<file path="src/rtl/branch_resolve_if.sv">
// Fetch/execute redirect bus between the execute-stage branch resolver and fetch.
interface branch_resolve_if;
  logic        ex_valid;
  logic        ex_stall;
  logic [31:0] ex_pc;
  logic [31:0] ex_ir;
  logic [31:0] ex_rs1_data;
  logic [31:0] ex_rs2_data;
  logic [31:0] ex_imm;
  logic        d_valid;
  logic [31:0] d_npc;
  logic        branch_sig;
  logic [31:0] branch_pc;
  logic [31:0] branch_plus4;
  logic        branch;
  logic        success;
  logic        failure;
  logic        flushD;
  logic        flushE;

  modport master (
    output ex_valid, ex_stall, ex_pc, ex_ir, ex_rs1_data, ex_rs2_data, ex_imm,
    output d_valid, d_npc,
    input  branch_sig, branch_pc, branch_plus4, branch, success, failure, flushD, flushE
  );

  modport slave (
    input  ex_valid, ex_stall, ex_pc, ex_ir, ex_rs1_data, ex_rs2_data, ex_imm,
    input  d_valid, d_npc,
    output branch_sig, branch_pc, branch_plus4, branch, success, failure, flushD, flushE
  );
endinterface

</file>
<file path="src/rtl/branch_resolve.sv">
// Execute-stage branch resolution with mispredict flush FSM.
// Optional BRANCH_STATS_EN adds branch / mispredict counters.
module branch_resolve #(
  parameter int unsigned FLUSH_CYCLES = 2
) (
  input  logic              clk,
  input  logic              reset,
  branch_resolve_if.slave   bus
`ifdef BRANCH_STATS_EN
  ,
  output logic [31:0]       stat_branches,
  output logic [31:0]       stat_mispredicts
`endif
);

  typedef enum logic {RUN, FLUSH} state_t;

  localparam logic [1:0] FLUSH_LOAD = 2'(FLUSH_CYCLES);

  state_t      state, state_next;
  logic [1:0]  cnt, cnt_next;

  logic [6:0]  opcode;
  logic [2:0]  funct3;
  logic        is_b, is_jal, is_jalr, is_ctl;
  logic        taken;
  logic [31:0] target, plus4, actual;
  logic        accept, hit;

  always_comb begin
    opcode  = bus.ex_ir[6:0];
    funct3  = bus.ex_ir[14:12];
    is_b    = (opcode == 7'b1100011);
    is_jal  = (opcode == 7'b1101111);
    is_jalr = (opcode == 7'b1100111);
    is_ctl  = is_b | is_jal | is_jalr;

    taken = 1'b0;
    if (is_jal || is_jalr) begin
      taken = 1'b1;
    end else if (is_b) begin
      case (funct3)
        3'b000:  taken = (bus.ex_rs1_data == bus.ex_rs2_data);
        3'b001:  taken = (bus.ex_rs1_data != bus.ex_rs2_data);
        3'b100:  taken = ($signed(bus.ex_rs1_data) <  $signed(bus.ex_rs2_data));
        3'b101:  taken = ($signed(bus.ex_rs1_data) >= $signed(bus.ex_rs2_data));
        3'b110:  taken = (bus.ex_rs1_data <  bus.ex_rs2_data);
        3'b111:  taken = (bus.ex_rs1_data >= bus.ex_rs2_data);
        default: taken = 1'b0;
      endcase
    end

    if (is_jalr) target = (bus.ex_rs1_data + bus.ex_imm) & ~32'h1;
    else         target = bus.ex_pc + bus.ex_imm;
    plus4  = bus.ex_pc + 32'd4;
    actual = taken ? target : plus4;

    accept = (state == RUN) && bus.ex_valid && !bus.ex_stall && is_ctl;
    // A bubble in decode means there is no prediction to trust: force a redirect.
    hit    = bus.d_valid && (bus.d_npc == actual);
  end

  always_comb begin
    state_next = state;
    cnt_next   = cnt;
    case (state)
      RUN: begin
        if (accept && !hit) begin
          state_next = FLUSH;
          cnt_next   = FLUSH_LOAD;
        end
      end
      FLUSH: begin
        if (cnt <= 2'd1) begin
          state_next = RUN;
          cnt_next   = '0;
        end else begin
          cnt_next = cnt - 2'd1;
        end
      end
      default: begin
        state_next = RUN;
        cnt_next   = '0;
      end
    endcase
  end

  always_ff @(posedge clk) begin
    if (reset) begin
      state <= RUN;
      cnt   <= '0;
    end else begin
      state <= state_next;
      cnt   <= cnt_next;
    end
  end

  always_ff @(posedge clk) begin
    if (reset) begin
      bus.branch_sig   <= 1'b0;
      bus.branch       <= 1'b0;
      bus.success      <= 1'b0;
      bus.failure      <= 1'b0;
      bus.branch_pc    <= '0;
      bus.branch_plus4 <= '0;
      bus.flushD       <= 1'b0;
      bus.flushE       <= 1'b0;
    end else begin
      bus.branch_sig <= accept && taken;
      bus.branch     <= accept && taken;
      bus.success    <= accept && hit;
      bus.failure    <= accept && !hit;
      if (accept) begin
        bus.branch_pc    <= target;
        bus.branch_plus4 <= plus4;
      end
      // Flush flags track the registered state so they cover exactly the FLUSH cycles.
      bus.flushD <= (state_next == FLUSH);
      bus.flushE <= (state_next == FLUSH);
    end
  end

`ifdef BRANCH_STATS_EN
  always_ff @(posedge clk) begin
    if (reset) begin
      stat_branches    <= '0;
      stat_mispredicts <= '0;
    end else if (accept) begin
      stat_branches <= stat_branches + 32'd1;
      if (!hit) stat_mispredicts <= stat_mispredicts + 32'd1;
    end
  end
`endif

endmodule

</file>
<file path="src/flat_wrapper.sv">
// flat-port wrapper written by rule: the top's interface ports become plain ports
module branch_resolve_flat 
#(
  parameter int unsigned FLUSH_CYCLES = 2
)
  (clk, reset, bus_ex_valid, bus_ex_stall, bus_ex_pc, bus_ex_ir, bus_ex_rs1_data, bus_ex_rs2_data, bus_ex_imm, bus_d_valid, bus_d_npc, bus_branch_sig, bus_branch_pc, bus_branch_plus4, bus_branch, bus_success, bus_failure, bus_flushD, bus_flushE);
  branch_resolve_if bus_i ();
  input  logic clk;
  input  logic reset;
  input wire logic [$bits(bus_i.ex_valid)-1:0] bus_ex_valid;
  input wire logic [$bits(bus_i.ex_stall)-1:0] bus_ex_stall;
  input wire logic [$bits(bus_i.ex_pc)-1:0] bus_ex_pc;
  input wire logic [$bits(bus_i.ex_ir)-1:0] bus_ex_ir;
  input wire logic [$bits(bus_i.ex_rs1_data)-1:0] bus_ex_rs1_data;
  input wire logic [$bits(bus_i.ex_rs2_data)-1:0] bus_ex_rs2_data;
  input wire logic [$bits(bus_i.ex_imm)-1:0] bus_ex_imm;
  input wire logic [$bits(bus_i.d_valid)-1:0] bus_d_valid;
  input wire logic [$bits(bus_i.d_npc)-1:0] bus_d_npc;
  output wire logic [$bits(bus_i.branch_sig)-1:0] bus_branch_sig;
  output wire logic [$bits(bus_i.branch_pc)-1:0] bus_branch_pc;
  output wire logic [$bits(bus_i.branch_plus4)-1:0] bus_branch_plus4;
  output wire logic [$bits(bus_i.branch)-1:0] bus_branch;
  output wire logic [$bits(bus_i.success)-1:0] bus_success;
  output wire logic [$bits(bus_i.failure)-1:0] bus_failure;
  output wire logic [$bits(bus_i.flushD)-1:0] bus_flushD;
  output wire logic [$bits(bus_i.flushE)-1:0] bus_flushE;
  assign bus_i.ex_valid = bus_ex_valid;
  assign bus_i.ex_stall = bus_ex_stall;
  assign bus_i.ex_pc = bus_ex_pc;
  assign bus_i.ex_ir = bus_ex_ir;
  assign bus_i.ex_rs1_data = bus_ex_rs1_data;
  assign bus_i.ex_rs2_data = bus_ex_rs2_data;
  assign bus_i.ex_imm = bus_ex_imm;
  assign bus_i.d_valid = bus_d_valid;
  assign bus_i.d_npc = bus_d_npc;
  assign bus_branch_sig = bus_i.branch_sig;
  assign bus_branch_pc = bus_i.branch_pc;
  assign bus_branch_plus4 = bus_i.branch_plus4;
  assign bus_branch = bus_i.branch;
  assign bus_success = bus_i.success;
  assign bus_failure = bus_i.failure;
  assign bus_flushD = bus_i.flushD;
  assign bus_flushE = bus_i.flushE;
  branch_resolve #(.FLUSH_CYCLES(FLUSH_CYCLES)) u_core (.clk(clk), .reset(reset), .bus(bus_i));
endmodule
</file>
<file path="config.mk">
export PLATFORM = sky130hd
export DESIGN_NAME = branch_resolve_flat
export DESIGN_NICKNAME = d
export VERILOG_FILES = /design/src/rtl/branch_resolve_if.sv /design/src/rtl/branch_resolve.sv /design/src/flat_wrapper.sv
export SDC_FILE = /design/constraint.sdc
export NUM_CORES = 1
export LEC_CHECK = 0
export BUFFER_PORTS_ARGS = -buffer_cell sky130_fd_sc_hd__buf_2
export CAP_MARGIN = 40
export CELL_PAD_IN_SITES_DETAIL_PLACEMENT = 2
export CELL_PAD_IN_SITES_GLOBAL_PLACEMENT = 2
export CORE_UTILIZATION = 31
export CTS_CLUSTER_SIZE = 20
export DETAILED_ROUTE_END_ITERATION = 8
export PLACE_DENSITY_LB_ADDON = 0.1
export SYNTH_ARGS = -nofsm -noshare
export SYNTH_HDL_FRONTEND = slang
export SYNTH_SLANG_ARGS = --single-unit
</file>
<file path="constraint.sdc">
create_clock -name clk -period 6.7 [get_ports clk]
set_input_delay 0.335 -clock clk [delete_from_list [all_inputs] [get_ports clk]]
set_output_delay 0.335 -clock clk [all_outputs]
set_load 0.02 [all_outputs]
</file>
# Word level (Yosys, flattened, before mapping)
# Index checks and enable logic that the tools add are counted.
[totals] ff_bits=70 word_cells=53
[classes] addsub=4 magnitude_cmp=5 eq_ne=12 mux=11 bitwise_logic=3 n_reduce_logical=11
[op_table] op="adder 32 bit" n=2
[op_table] op="equality test 32 bit" n=2
[op_table] op=">= comparator 32 bit" n=2
[op_table] op="< comparator 32 bit" n=2
[op_table] op="2-to-1 mux 32 bit" n=2
[op_table] op="adder 32 x 3 -> 32 bit (second input constant)" n=1
[op_table] op="inequality test 32 bit" n=1
[op_table] op="equality test 7 bit (second input constant)" n=3
[op_table] op="equality test 3 bit (second input constant)" n=4
[op_table] op="logical AND 1 bit" n=7
[op_table] op="one-hot mux 1 bit (6 select lines)" n=1
[op_table] op="2-to-1 mux 1 bit" n=4
[op_table] op="2-to-1 mux 2 bit" n=2
[op_table] op="one-hot mux 2 bit (2 select lines)" n=1
[op_table] op="equality test 3 x 1 -> 1 bit (second input constant)" n=1
[op_table] op="zero test 3 bit" n=1
[op_table] op="less-or-equal comparator 2 x 1 -> 1 bit (second input constant)" n=1
[op_table] op="zero test 1 bit" n=2
[op_table] op="inequality test 2 bit (second input constant)" n=1
[op_table] op="OR 1 bit" n=2
[op_table] op="one-hot mux 1 bit (2 select lines)" n=1
[op_table] op="subtractor 2 x 1 -> 2 bit (second input constant)" n=1
[op_table] op="logical OR 1 bit" n=1
[op_table] op="inverter 1 bit" n=1

# Logic depth before layout (Yosys ltp)
[logic_depth] ltp_word=11 depth_mapped=17 ltp_nobuf=15

# Worst setup path after synthesis
# OpenSTA, ideal clock, no wires.
[synth_path] path_type="input-to-reg" startpoint="input bus_ex_rs2_data[14]" endpoint="register u_core.bus.success" setup_ps=73 t_arrival_ps=3961 required_ps=6627 slack_ps=2666 cell_stages=15 path_cell_list="inv_1 ha_1 a21oi_1 nand2_1 a221o_1 a211o_1 a211oi_2 mux2_4 a2111o_1 a21o_1 a2111oi_2 o2111ai_1 or4_4 nor4_4 nor3b_2"
[synth_via] elab_chain_len=8 word_cells_on_any_way=13
[synth_rtl] element="start, declared" line_no="flat_wrapper.sv:15" source="input wire logic [$bits(bus_i.ex_rs2_data)-1:0] bus_ex_rs2_data;"
[synth_rtl] element=">= comparator 32 bit, or another cell as far along" line_no="branch_resolve.sv:48" source="3'b111: taken = (bus.ex_rs1_data >= bus.ex_rs2_data);"
[synth_rtl] element="one-hot mux 1 bit (6 select lines) *" line_no="branch_resolve.sv:42" source="case (funct3)"
[synth_rtl] element="2-to-1 mux 1 bit *" line_no="branch_resolve.sv:41" source="end else if (is_b) begin"
[synth_rtl] element="2-to-1 mux 1 bit *" line_no="branch_resolve.sv:39" source="if (is_jal || is_jalr) begin"
[synth_rtl] element="2-to-1 mux 32 bit *" line_no="branch_resolve.sv:56" source="actual = taken ? target : plus4;"
[synth_rtl] element="equality test 32 bit *" line_no="branch_resolve.sv:60" source="hit = bus.d_valid && (bus.d_npc == actual);"
[synth_rtl] element="logical AND 1 bit *" line_no="branch_resolve.sv:60"
[synth_rtl] element="logical AND 1 bit *" line_no="branch_resolve.sv:111" source="bus.success <= accept && hit;"
[synth_rtl] element="end signal, assigned" line_no="branch_resolve.sv:111"
[synth_rtl] element="end, declared" line_no="branch_resolve_if.sv:30" source="output branch_sig, branch_pc, branch_plus4, branch, success, failure, flushD, flushE"
# Mark *: on every way between the ends. The rest lies on a longest branch, timed or not.
# A chain may end at the register's enable or synchronous reset.

# Worst setup path in the final report
[layout_path] startpoint="input bus_ex_rs1_data[23]" endpoint="register u_core.cnt[1]"
[layout_via] elab_chain_len=10 word_cells_on_any_way=17
[layout_rtl] element="start, declared" line_no="flat_wrapper.sv:14" source="input wire logic [$bits(bus_i.ex_rs1_data)-1:0] bus_ex_rs1_data;"
[layout_rtl] element=">= comparator 32 bit, or another cell as far along" line_no="branch_resolve.sv:48"
[layout_rtl] element="one-hot mux 1 bit (6 select lines)" line_no="branch_resolve.sv:42"
[layout_rtl] element="2-to-1 mux 1 bit" line_no="branch_resolve.sv:41"
[layout_rtl] element="2-to-1 mux 1 bit" line_no="branch_resolve.sv:39"
[layout_rtl] element="2-to-1 mux 32 bit *" line_no="branch_resolve.sv:56"
[layout_rtl] element="equality test 32 bit *" line_no="branch_resolve.sv:60"
[layout_rtl] element="logical AND 1 bit *" line_no="branch_resolve.sv:60"
[layout_rtl] element="zero test 1 bit *" line_no="branch_resolve.sv:68" source="if (accept && !hit) begin"
[layout_rtl] element="logical AND 1 bit *" line_no="branch_resolve.sv:68"
[layout_rtl] element="inequality test 2 bit (no line) *"
[layout_rtl] element="end signal, assigned" line_no="branch_resolve.sv:94" source="cnt <= cnt_next;"
[layout_rtl] element="end, declared" line_no="branch_resolve.sv:21" source="logic [1:0] cnt, cnt_next;"
# Marks and branches as above.

==> results_dict.tcl <==
set metrics [dict create \
    outcome "finished clean" \
    syn_inst 1152 \
    dr.pass1.iters 4 \
    rows 60 \
    fin_skew_ns 0.00624 \
    wl_per_cell_um 21.4 \
    post_dp_cell_area_um2 10000 \
    dpl.hpwl_um 31100 \
    tightest_slew_ns 0.899 \
    endpoint_kind "flop" \
    cts.repair.resized 0 \
    io-pin-count 267 \
    viasPerCell 5.55 \
    clock_latency_ns 0.34 \
    yosys-top-cells-area "dfxtp_1, ha_1, xnor2_1" \
    critPathLaunchType "input port" \
    vias 9477 \
    synthDistinctLibCells 82 \
    cts_root_buffer "clkbuf_16" \
    syn2layout_area_growth_pct 21.5 \
    design_area_um2 10300 \
    cp-startpoint "bus_ex_rs1_data[23]" \
    layout.nets 1654 \
    grt_pass1_vias 9796 \
    globalRouteTotalUtil_pct 25.8 \
    grt-ovfl-total 0 \
    max_cap_violations 0 \
    yosysSeqAreaShare_pct 16.5 \
    ys.flop_type "dfxtp_1" \
    final_common_cell "buf_2" \
    rsz0062_at_grt "false" \
    cts_setup_buffers 0 \
    synth_edf_count 0 \
    worstPathMaxFanout 28 \
    fin_crit_sh_pct 72.3 \
    initial_core_util_pct 31.6 \
    grt_pass1_wl_um 56000 \
    cts.sinks 70 \
    power.density_nw_per_um2 157 \
    crit_type "input port to flop" \
    r2r_start "u_core.state" \
    hold_class "input port to flop" \
    min-delay-start "bus_ex_pc[0]" \
    min_period_ns 4.85 \
    drc 0 \
    core-area_um2 27000 \
    grt_start_max_net_pins 82 \
    finalHoldViolCount 0 \
    yosys.area.top_type_share_pct 16.5 \
    ys_ff_latch 70 \
    tritoncts.num_buffers 9 \
    drtIter0Drc 394 \
    setup-tns-final_ns 0 \
    port_buffers 244 \
    antenna_found_initial 1 \
    postRouteWirelength_um 36500 \
    syn_nets 1445 \
    htreeDepth 3 \
    arrival_ns 5.03 \
    post_route_cells_drive_above_1_share_pct 21.5 \
    yosysWarnings 0 \
    die_h_um 168 \
    async_flop_share_pct 0 \
    cts_buffer_depth 2 \
    required_ns 6.89 \
    relSlewSlack_pct 39.3 \
    cts_tree "done" \
    syn_avg_cell_area_um2 7.38 \
    setup_violations 0 \
    power_leakage_nw 4.66 \
    netlist_area_um2 8510 \
    dieWidth_um 168 \
    ir_drop_mv 0.0866 \
    gp_congestion 0.899 \
    holdBufCountCts 0 \
    detail-route-antenna-nets 0 \
    clock.fmax_mhz 206 \
    path_clk_slew_ns 0.06 \
    dieArea_um2 28100 \
    post-synth-top-area-cell "dfxtp_1" \
    finalMaxSlewViolations 0 \
    layout_common_cells "buf_2, nor2_1, ha_1, nand2_1, a21oi_1" \
]
-- synthesized netlist by cell type (all sizes together), types with 3 or more instances --
cell,n
a2111oi,3
a211o,4
a211oi,60
a21boi,6
a21o,27
a21oi,89
a221oi,3
a311oi,5
a31oi,13
and2,4
and3,6
and4,6
buf,8
clkbuf,47
dfxtp,70
ha,94
inv,52
mux2,4
mux2i,22
nand2,93
nand2b,5
nand3,45
nand4,33
nor2,143
nor2b,7
nor3,28
nor3b,6
nor4,7
nor4b,3
o2111ai,3
o211ai,15
o21a,8
o21ai,49
o21bai,5
o22ai,7
o311ai,3
o31ai,5
o41ai,5
or2,4
or3,8
xnor2,62
xor2,55
-- per-layer routing --
layer,vias to the layer above,track usage (%),share of wire [%]
li1,4638,-,-
met1,4620,35.5,49
met2,189,42.9,46
met3,30,1.91,3.0
met4,0,7.02,1.9
met5,-,0,0
-- path summary, 6_finish.rpt --
check,end,slack [ns],cells past startpoint
min,u_core.bus.branch_plus4[0],0.28,3
min reg2reg,u_core.bus.branch_pc[24],0.46,2
max reg2reg,u_core.bus.branch_pc[14],4.84,7
max,u_core.cnt[1],1.85,15
-- metrics by stage --
| step | instances | power (W) | util, % | worst slack (ns) | hold slack, ns |
|---|---|---|---|---|---|
| 2_1_floorplan | 1152 | 0.000864 | - | 2.67 | 0.431 |
| 3_3_place_gp | 1690 | 0.00111 | 37.1 | 1.47 | 0.440 |
| 4_1_cts | 1707 | 0.00163 | 38.3 | 1.73 | 0.280 |
| 6_report | 1708 | 0.00162 | 38.3 | 1.85 | 0.283 |
| 5_1_grt | 1708 | 0.00171 | 38.3 | 1.51 | 0.309 |
| 3_5_place_dp | 1691 | 0.00113 | 37.2 | 1.31 | 0.448 |
-- layout make-up --
type	instances	area, um^2
tap	341	427
fill	3293	16600
clock buffer	10	239
sequential	70	1400
clock inverter	6	70.1
antenna	1	2.50
inverter	52	195
timing repair buffer	253	1310
multi-input combinational	975	6690
-- state kept, by name (all words and copies together) (netlist names) --
name and flops:
u_core.bus.branch_pc 32, u_core.bus.branch_plus4 32, u_core.cnt 2, u_core.bus.branch_sig 1
u_core.bus.failure 1, u_core.bus.success 1, u_core.state 1
-- power by group --
part	switching, W	total [W]	internal (W)
combinational	0.000438	0.000702	0.000264
sequential	0.00000136	0.000420	0.000418
clock	0.000201	0.000502	0.000300
-- worst max-delay path, cell delays in order --
cell,delay [ns]
buf_2,0.11
ha_1,0.31
nand4_1,0.20
nor4_2,0.52
nand3_1,0.34
mux2_1,0.43
nor3_1,0.20
mux2_4,0.44
mux2i_1,0.28
xor2_1,0.12
a2111oi_0,0.47
nand4_1,0.25
or4_4,0.54
nor4_4,0.30
o22ai_1,0.15
-- cell families after synthesis --
family / count (synthesis) / share of synthesized area, %
AOI/OAI and AO/OA: 324 / 25.4
xor gates and xnor gates: 117 / 12.0
adders and majority gates: 96 / 14.3
buffers and inverters: 107 / 4.97
DFF: 70 / 16.5
muxes: 26 / 3.16
and+or+nand+nor: 412 / 23.6
Power figures use the tool's default switching activity.
